[src/rtl/bit_set_sequencer.sv]
// Builds an N-bit mask from a base value by OR-ing in one bit per accepted index.
// Define BITSEQ_ERR_SKIP_EN to skip and count bad indices instead of entering ERR.
module bit_set_sequencer #(
  parameter int N     = 8,
  parameter int CNT_W = 4
) (
  input  logic             i_clk,
  input  logic             i_rstn,
  input  logic             i_start,
  input  logic [N-1:0]     i_base,
  input  logic [CNT_W-1:0] i_cnt,
  input  logic             i_idx_valid,
  input  logic [N-1:0]     i_idx,
  output logic             o_idx_ready,
  output logic             o_busy,
  output logic             o_done,
  output logic [N-1:0]     o_out,
  output logic             o_ERR,
  output logic [CNT_W-1:0] o_err_cnt
);

  localparam int SH_W = (N > 1) ? $clog2(N) : 1;

  localparam logic [1:0] S_IDLE = 2'd0;
  localparam logic [1:0] S_RUN  = 2'd1;
  localparam logic [1:0] S_DONE = 2'd2;
  localparam logic [1:0] S_ERR  = 2'd3;

  logic [1:0]        state;
  logic [N-1:0]      acc;
  logic [CNT_W-1:0]  remaining;
  logic signed [N-1:0] idx_s;
  logic              idx_hs;
  logic              last_idx;

  // Negative indices and indices past the top bit are both rejected.
  function automatic logic idx_bad(input logic signed [N-1:0] idx);
    return idx[N-1] || (32'($unsigned(idx)) >= 32'(N));
  endfunction

  function automatic logic [N-1:0] bit_set(input logic [N-1:0] a,
                                           input logic signed [N-1:0] idx);
    logic [N-1:0] one;
    one = {{(N-1){1'b0}}, 1'b1};
    return a | (one << idx[SH_W-1:0]);
  endfunction

  assign idx_s    = $signed(i_idx);
  assign idx_hs   = (state == S_RUN) && i_idx_valid;
  assign last_idx = (remaining == CNT_W'(1));

`ifdef BITSEQ_ERR_SKIP_EN
  logic [CNT_W-1:0] err_cnt;
  assign o_err_cnt = err_cnt;
`else
  assign o_err_cnt = '0;
`endif

  always_ff @(posedge i_clk or negedge i_rstn) begin
    if (!i_rstn) begin
      state     <= S_IDLE;
      acc       <= '0;
      remaining <= '0;
`ifdef BITSEQ_ERR_SKIP_EN
      err_cnt   <= '0;
`endif
    end else begin
      case (state)
        // A start from ERR is identical to one from IDLE.
        S_IDLE, S_ERR: begin
          if (i_start) begin
            acc       <= i_base;
            remaining <= i_cnt;
`ifdef BITSEQ_ERR_SKIP_EN
            err_cnt   <= '0;
`endif
            state     <= (i_cnt == '0) ? S_DONE : S_RUN;
          end
        end
        S_RUN: begin
          if (idx_hs) begin
            if (!idx_bad(idx_s)) begin
              acc       <= bit_set(acc, idx_s);
              remaining <= remaining - CNT_W'(1);
              if (last_idx) state <= S_DONE;
            end else begin
`ifdef BITSEQ_ERR_SKIP_EN
              remaining <= remaining - CNT_W'(1);
              if (err_cnt != '1) err_cnt <= err_cnt + CNT_W'(1);
              if (last_idx) state <= S_DONE;
`else
              acc       <= '0;
              remaining <= '0;
              state     <= S_ERR;
`endif
            end
          end
        end
        S_DONE:  state <= S_IDLE;
        default: state <= S_IDLE;
      endcase
    end
  end

  // acc is already cleared on entry to ERR, so it can drive o_out directly.
  assign o_out       = acc;
  assign o_idx_ready = (state == S_RUN);
  assign o_busy      = (state == S_RUN);
  assign o_done      = (state == S_DONE);
  assign o_ERR       = (state == S_ERR);

endmodule

[config.mk]
export PLATFORM = sky130hd
export DESIGN_NAME = bit_set_sequencer
export DESIGN_NICKNAME = d
export VERILOG_FILES = /design/src/rtl/bit_set_sequencer.sv
export SDC_FILE = /design/constraint.sdc
export NUM_CORES = 1
export LEC_CHECK = 0
export ABC_AREA = 1
export CORE_ASPECT_RATIO = 0.5
export CORE_MARGIN = 1.5
export CORE_UTILIZATION = 40
export DETAILED_ROUTE_END_ITERATION = 7
export GPL_ROUTABILITY_DRIVEN = 1
export PLACE_DENSITY = 0.83
export SLEW_MARGIN = 40
export SYNTH_ARGS = -nofsm -noshare
export SYNTH_HDL_FRONTEND = slang
export SYNTH_SLANG_ARGS = --single-unit
[constraint.sdc]
create_clock -name i_clk -period 1.52 [get_ports i_clk]
set_clock_uncertainty 0.05 [all_clocks]
set_input_delay 0.304 -clock i_clk [delete_from_list [all_inputs] [get_ports i_clk]]
set_output_delay 0.304 -clock i_clk [all_outputs]
set_load 0.05 [all_outputs]
==> results of run 1 <==
==> cell type report <==
class | count | area, µm²
Clock buffer | 4 | 55.1
Sequential cell | 14 | 353
Fill cell | 187 | 749
Timing Repair Buffer | 45 | 584
Inverter | 38 | 150
Multi-Input combinational cell | 123 | 713
Tap cell | 37 | 46.3
==> sequential cells by signal, indices dropped and copies added (netlist names) <==
register / flops
o_out: 8
remaining: 4
state: 2
==> repair_timing <==
item,4_1_cts,5_1_grt
buffers inserted,0,0
gates resized for setup,10,20
setup endpoints to repair,15,17
cloned,2,1
pin swaps,2,7
==> worst max-delay path: stages (launching register included) <==
cell,delay [ns]
dfrtp_2,0.44
inv_2,0.08
ha_4,0.20
or2_4,0.32
nand2_8,0.12
nand2_1,0.07
a21boi_2,0.15
==> kinds of logic (layout without fill, tap and decap cells) <==
family,after synthesis,after routing,share of synthesized area
AO/OA/AOI/OAI,12,12,0.0834
XOR/XNOR,1,1,0.00769
adder cells (fa/ha/maj),5,5,0.0549
buffers and inverters,47,87,0.188
flip-flops,14,14,0.307
other,1,4,0.00329
AND/OR/NAND/NOR,98,101,0.356
==> report_power, final <==
part	switching, W	internal [W]
combinational	0.00198	0.00157
clock	0.000138	0.000230
sequential	0.000217	0.000587
total	0.00234	0.00239
==> stage by stage <==
step | setup WS [ns] | setup TNS, ns
after CTS | -0.0114 | -0.0197
after global routing | -0.0683 | -0.537
final | -0.0305 | -0.0511
after detailed placement | -0.115 | -1.10
after global placement | -0.0537 | -0.522
after floorplan | 0.00632 | 0
==> per-layer routing <==
| layer | GRT usage | part of all wire | vias to the layer above |
|---|---|---|---|
| li1 | - | - | 614 |
| met1 | 0.228 | 0.41 | 594 |
| met2 | 0.372 | 0.51 | 61 |
| met3 | 0.0422 | 0.068 | 2 |
| met4 | 0.0670 | 0.0063 | 0 |
| met5 | 0 | 0 | - |
==> final timing paths <==
| path | startpoint | end | depth (start not counted) |
|---|---|---|---|
| hold reg to reg | remaining[0] | remaining[0] | 3 |
| setup / recovery | state[0] | remaining[1] | 6 |
| setup reg to reg | state[0] | remaining[1] | 6 |
| hold / removal | i_rstn | o_out[2] | 2 |
| max in group asynchronous | i_rstn | state[1] | 2 |
| min in group i_clk | remaining[0] | remaining[0] | 3 |
==> cells in the final DEF (no fill, tap or decap), types with 2 or more instances in the layout <==
master | Yosys | final
inv_2 | 1 | 3
ha_4 | 0 | 3
buf_4 | 6 | 3
nand2_1 | 48 | 42
nand2_8 | 0 | 3
nand2_2 | 0 | 5
inv_1 | 37 | 34
buf_6 | 2 | 5
conb_1 | 1 | 4
a21boi_2 | 2 | 3
clkdlybuf4s50_1 | 0 | 23
nor2_2 | 1 | 3
nand2_4 | 1 | 2
nand3_1 | 14 | 14
dfrtp_1 | 14 | 12
a21boi_1 | 9 | 8
dfrtp_2 | 0 | 2
nand4_1 | 2 | 2
ha_1 | 5 | 2
nor2_1 | 31 | 29
clkbuf_8 | 0 | 4
buf_12 | 0 | 13
==> flow_metrics.env, run 1 <==
export IMPL_status="finished with violations"
export IMPL_violations="negative setup slack"
export IMPL_via_per_inst=4.87
export IMPL_synth_avg_cell_area_um2=6.40
export IMPL_rows=13
export IMPL_setup_viol=2
export IMPL_crit_arrival_ns=1.63
export IMPL_cts_htree_levels=1
export IMPL_yosys_cell_types_count=19
export IMPL_vdd_ir_drop_max_mv=1.12
export IMPL_fp_dieW_um=78.5
export IMPL_min_period_ns=1.55
export IMPL_r2r_slack_ns=-0.03
export IMPL_yosys_area_top_type="dfrtp_1"
export IMPL_num_antenna_cells=0
export IMPL_grt_ovfl_total=0
export IMPL_die_area_um2=3200
export IMPL_nets=254
export IMPL_gp_congestion=0.752
export IMPL_netlist_area_leader_share=0.307
export IMPL_wl_um=3470
export IMPL_p_leak_nw=0.979
export IMPL_clk_path_buf_depth=2
export IMPL_grt_pass1_vias=1037
export IMPL_ant_nets=0
export IMPL_crit_path_end_kind="flip-flop"
export IMPL_worstPathRequired_ns=1.60
export IMPL_synthFlopType="dfrtp_1"
export IMPL_cts_tree="done"
export IMPL_coreArea_um2=2650
export IMPL_io_pins=40
export IMPL_insertion_delay_ns=0.24
export IMPL_grt_usage=0.194
export IMPL_drc=0
export IMPL_yosys_top_cells_count="nand2_1 (48), inv_1 (37), nor2_1 (31)"
export IMPL_place_inst=254
export IMPL_fin_crit_sh=1.02
export IMPL_dr_pass1_iters=4
export IMPL_vias=1271
export IMPL_syn_to_final_growth_pct=66.8
export IMPL_antenna_found_initial=0
export IMPL_fp_dieH_um=40.7
export IMPL_crit_fanout=6
export IMPL_cts_buffers=3
export IMPL_maxClockFrequency_mhz=645
export IMPL_rsz0062_at_grt="yes"
export IMPL_critPathKind="flip-flop to flip-flop"
export IMPL_cp_start_kind="flip-flop"
export IMPL_synth_cells=178
export IMPL_grt_max_degree=15
export IMPL_max_cap_viol_count=0
export IMPL_path_clk_slew_ns=0.06
export IMPL_dp_hpwl_um=2010
export IMPL_start_util=0.430
export IMPL_placed_cell_area_um2=1710
export IMPL_cts_root_buffer="clkbuf_8"
export IMPL_powerDensity_nw_per_um2=2480
export IMPL_drive_above_1_share=0.232
export IMPL_setup_ws_ns=-0.0305
export IMPL_stdcell_area_um2=1900
export IMPL_ys_seq_area_frac=0.307
export IMPL_drv_slew=0
export IMPL_synth_edff_count=0
export IMPL_wl_per_cell_um=13.3
export IMPL_final_core_util=0.717
export IMPL_synth_most_common_cell="nand2_1"
export IMPL_layout_cells_non_filler=261
export IMPL_port_buffers=35
export IMPL_yosys_register_bits=14
export IMPL_finalPower_w=0.00472
export IMPL_hold_buffers=0
export IMPL_synth_area_leaders="dfrtp_1 (31%), nand2_1 (16%), inv_1 (12%), nor2_1 (10%), nand3_1 (6.1%)"
export IMPL_drtIter0Drc=84
export IMPL_hold_ws_ns=0.314
export IMPL_synth_area_um2=1140
export IMPL_yosys_warnings=0
export IMPL_hp_class="input port to async pin"
export IMPL_clkSinkCount=14
export IMPL_hold_violations=0
export IMPL_async_reset_ff_frac=1.00
export IMPL_grt_pass1_wl_um=4600
Power figures use the tool's default switching activity.
==> inputs of run 2 (changes only) <==
- CORE_MARGIN: 1.5 -> unset
==> run 2 against run 1 <==
Net effect: the run still ends with negative setup slack left; clock-buffer cell count decreased by 1; via count decreased by 5.9%; total power decreased by 9.5%; critical path depth decreased by 2; worst setup slack got worse by 0.023 ns; clock power decreased by 16%; routed wire length decreased by 15%; global-route usage increased by 0.77 points; cell area decreased by 4.4%; sequential power decreased by 2%; highest routed layer is now met3.
==> flow_metrics.env, run 2 (synthesis gave the netlist of run 1 again) <==
export IMPL_port_buffers=35
export IMPL_max_cap_viol_count=0
export IMPL_wl_um=2950
export IMPL_via_per_inst=4.62
export IMPL_drv_slew=0
export IMPL_crit_top_cell="buf_6"
export IMPL_grt_ovfl_total=0
export IMPL_crit_fanout=5
export IMPL_setup_viol=3
export IMPL_powerDensity_nw_per_um2=2350
export IMPL_rows=13
export IMPL_syn_to_final_growth_pct=59.5
export IMPL_crit_path_end_kind="output port"
export IMPL_rsz0062_at_grt="yes"
export IMPL_drc=0
export IMPL_vias=1196
export IMPL_crit_chain="buf_6 > ha_4 > buf_6 > buf_12"
export IMPL_dp_hpwl_um=2140
export IMPL_p_switching_w=0.00206
export IMPL_critPathKind="flip-flop to output port"
export IMPL_status="finished with violations"
export IMPL_grt_usage=0.201
export IMPL_power_frac_comb=0.744
export IMPL_cts_root_buffer="clkbuf_8"
export IMPL_fp_dieW_um=77.5
export IMPL_path_clk_slew_ns=0.06
export IMPL_fill_cells=204
export IMPL_power_frac_clock=0.073
export IMPL_grt_pass1_wl_um=4620
export IMPL_die_area_um2=3080
export IMPL_min_period_ns=1.57
export IMPL_cp_start_kind="flip-flop"
export IMPL_stdcell_area_um2=1820
export IMPL_final_cell_mix="nand2_1 (48), inv_1 (35), nor2_1 (27)"
export IMPL_placed_cell_area_um2=1720
export IMPL_fin_setup_tns_ns=-0.114
export IMPL_hold_violations=0
export IMPL_regArea_um2=352
export IMPL_crit_arrival_ns=1.22
export IMPL_ant_nets=0
export IMPL_dr_pass1_iters=4
export IMPL_grt_pass1_vias=1023
export IMPL_hold_buffers=0
export IMPL_largest_reg_flops=8
export IMPL_p_leak_nw=0.954
export IMPL_nets=253
export IMPL_wl_per_cell_um=11.4
export IMPL_cts_tree="done"
export IMPL_slowest_delay_ns=0.42
export IMPL_io_pins=40
export IMPL_mostFrequentLayoutCell="nand2_1"
export IMPL_vdd_ir_drop_max_mv=1.31
export IMPL_post_cts_setup_buffers=0
export IMPL_start_util=0.430
export IMPL_insertion_delay_ns=0.24
export IMPL_crit_path_top_delay_cell="dfrtp_1"
export IMPL_violations="negative setup slack"
export IMPL_multi_input_area_um2=649
export IMPL_drive_above_1_share=0.194
export IMPL_clkSinkCount=14
export IMPL_num_antenna_cells=0
export IMPL_drtIter0Drc=43
export IMPL_maxClockFrequency_mhz=635
export IMPL_p_sw_frac=0.481
export IMPL_cts_htree_levels=1
export IMPL_fp_dieH_um=39.7
export IMPL_p_int_w=0.00222
export IMPL_p_seq_frac=0.184
export IMPL_hp_class="input port to async pin"
export IMPL_cts_buffers=3
export IMPL_coreArea_um2=2650
export IMPL_worstPathRequired_ns=1.17
export IMPL_clk_path_buf_depth=2
export IMPL_antenna_found_initial=0
export IMPL_setup_ws_ns=-0.0539
export IMPL_gp_congestion=0.746
export IMPL_fin_crit_sh=1.04
export IMPL_grt_max_degree=15
[run 2: final cells by class]
cell class	instances	area share
inverters	38	0.0798
clock buffers	3	0.0227
well taps	37	0.0255
multi-input cells	121	0.357
flip-flops and latches	14	0.193
repair buffers	46	0.321
[run 2: per-stage QoR]
step,std cells,power (W),hold slack (ns),utilization,setup WS [ns]
final,259,0.00428,0.319,0.686,-0.0539
after global routing,259,0.00457,0.331,0.686,-0.0813
after CTS,259,0.00423,0.319,0.679,-0.0527
after detailed placement,255,0.00372,0.567,0.647,-0.165
after global placement,255,0.00362,0.545,0.647,-0.0629
after floorplan,181,0.00263,-0.0416,-,0.00632
[run 2: timing repair]
| action | 4_1_cts | 5_1_grt |
|---|---|---|
| cloned | 1 | 0 |
| resized for setup | 8 | 8 |
| pin swaps | 2 | 0 |
| setup endpoints to repair | 15 | 17 |
[run 2: layer usage]
layer | vias to the layer above | global-route usage | routed length (µm)
li1 | 605 | - | -
met1 | 547 | 0.238 | 1290
met2 | 44 | 0.396 | 1500
met3 | 0 | 0.0419 | 156
met4 | 0 | 0.0283 | 0
met5 | - | 0 | 0
[run 2: critical path, delay by kind of cell (launching register included)]
family,cells,cell delay [ns]
fa+ha+maj,1,0.17
buf+inv,3,0.39
flops,1,0.42
[run 2: path summary, 6_finish.rpt]
path | endpoint | slack, ns | startpoint | cells past startpoint
setup / recovery | o_busy | -0.05 | state[0] | 4
hold / removal | state[0] | 0.32 | i_rstn | 2
setup reg to reg | o_out[0] | -0.01 | state[0] | 8
hold reg to reg | remaining[3] | 0.58 | remaining[3] | 4
max in group asynchronous | state[1] | 0.91 | i_rstn | 2
min in group i_clk | remaining[3] | 0.58 | remaining[3] | 4
[run 2: power by group through the flow]
stage / Sequential [W] / Clock, W / Combinational, W
3_5_place_dp: 0.000778 / 0 / 0.00295
5_1_grt: 0.000810 / 0.000339 / 0.00342
6_report: 0.000786 / 0.000310 / 0.00318
2_1_floorplan: 0.00109 / 0 / 0.00154
3_3_place_gp: 0.000771 / 0 / 0.00285
4_1_cts: 0.000782 / 0.000314 / 0.00314
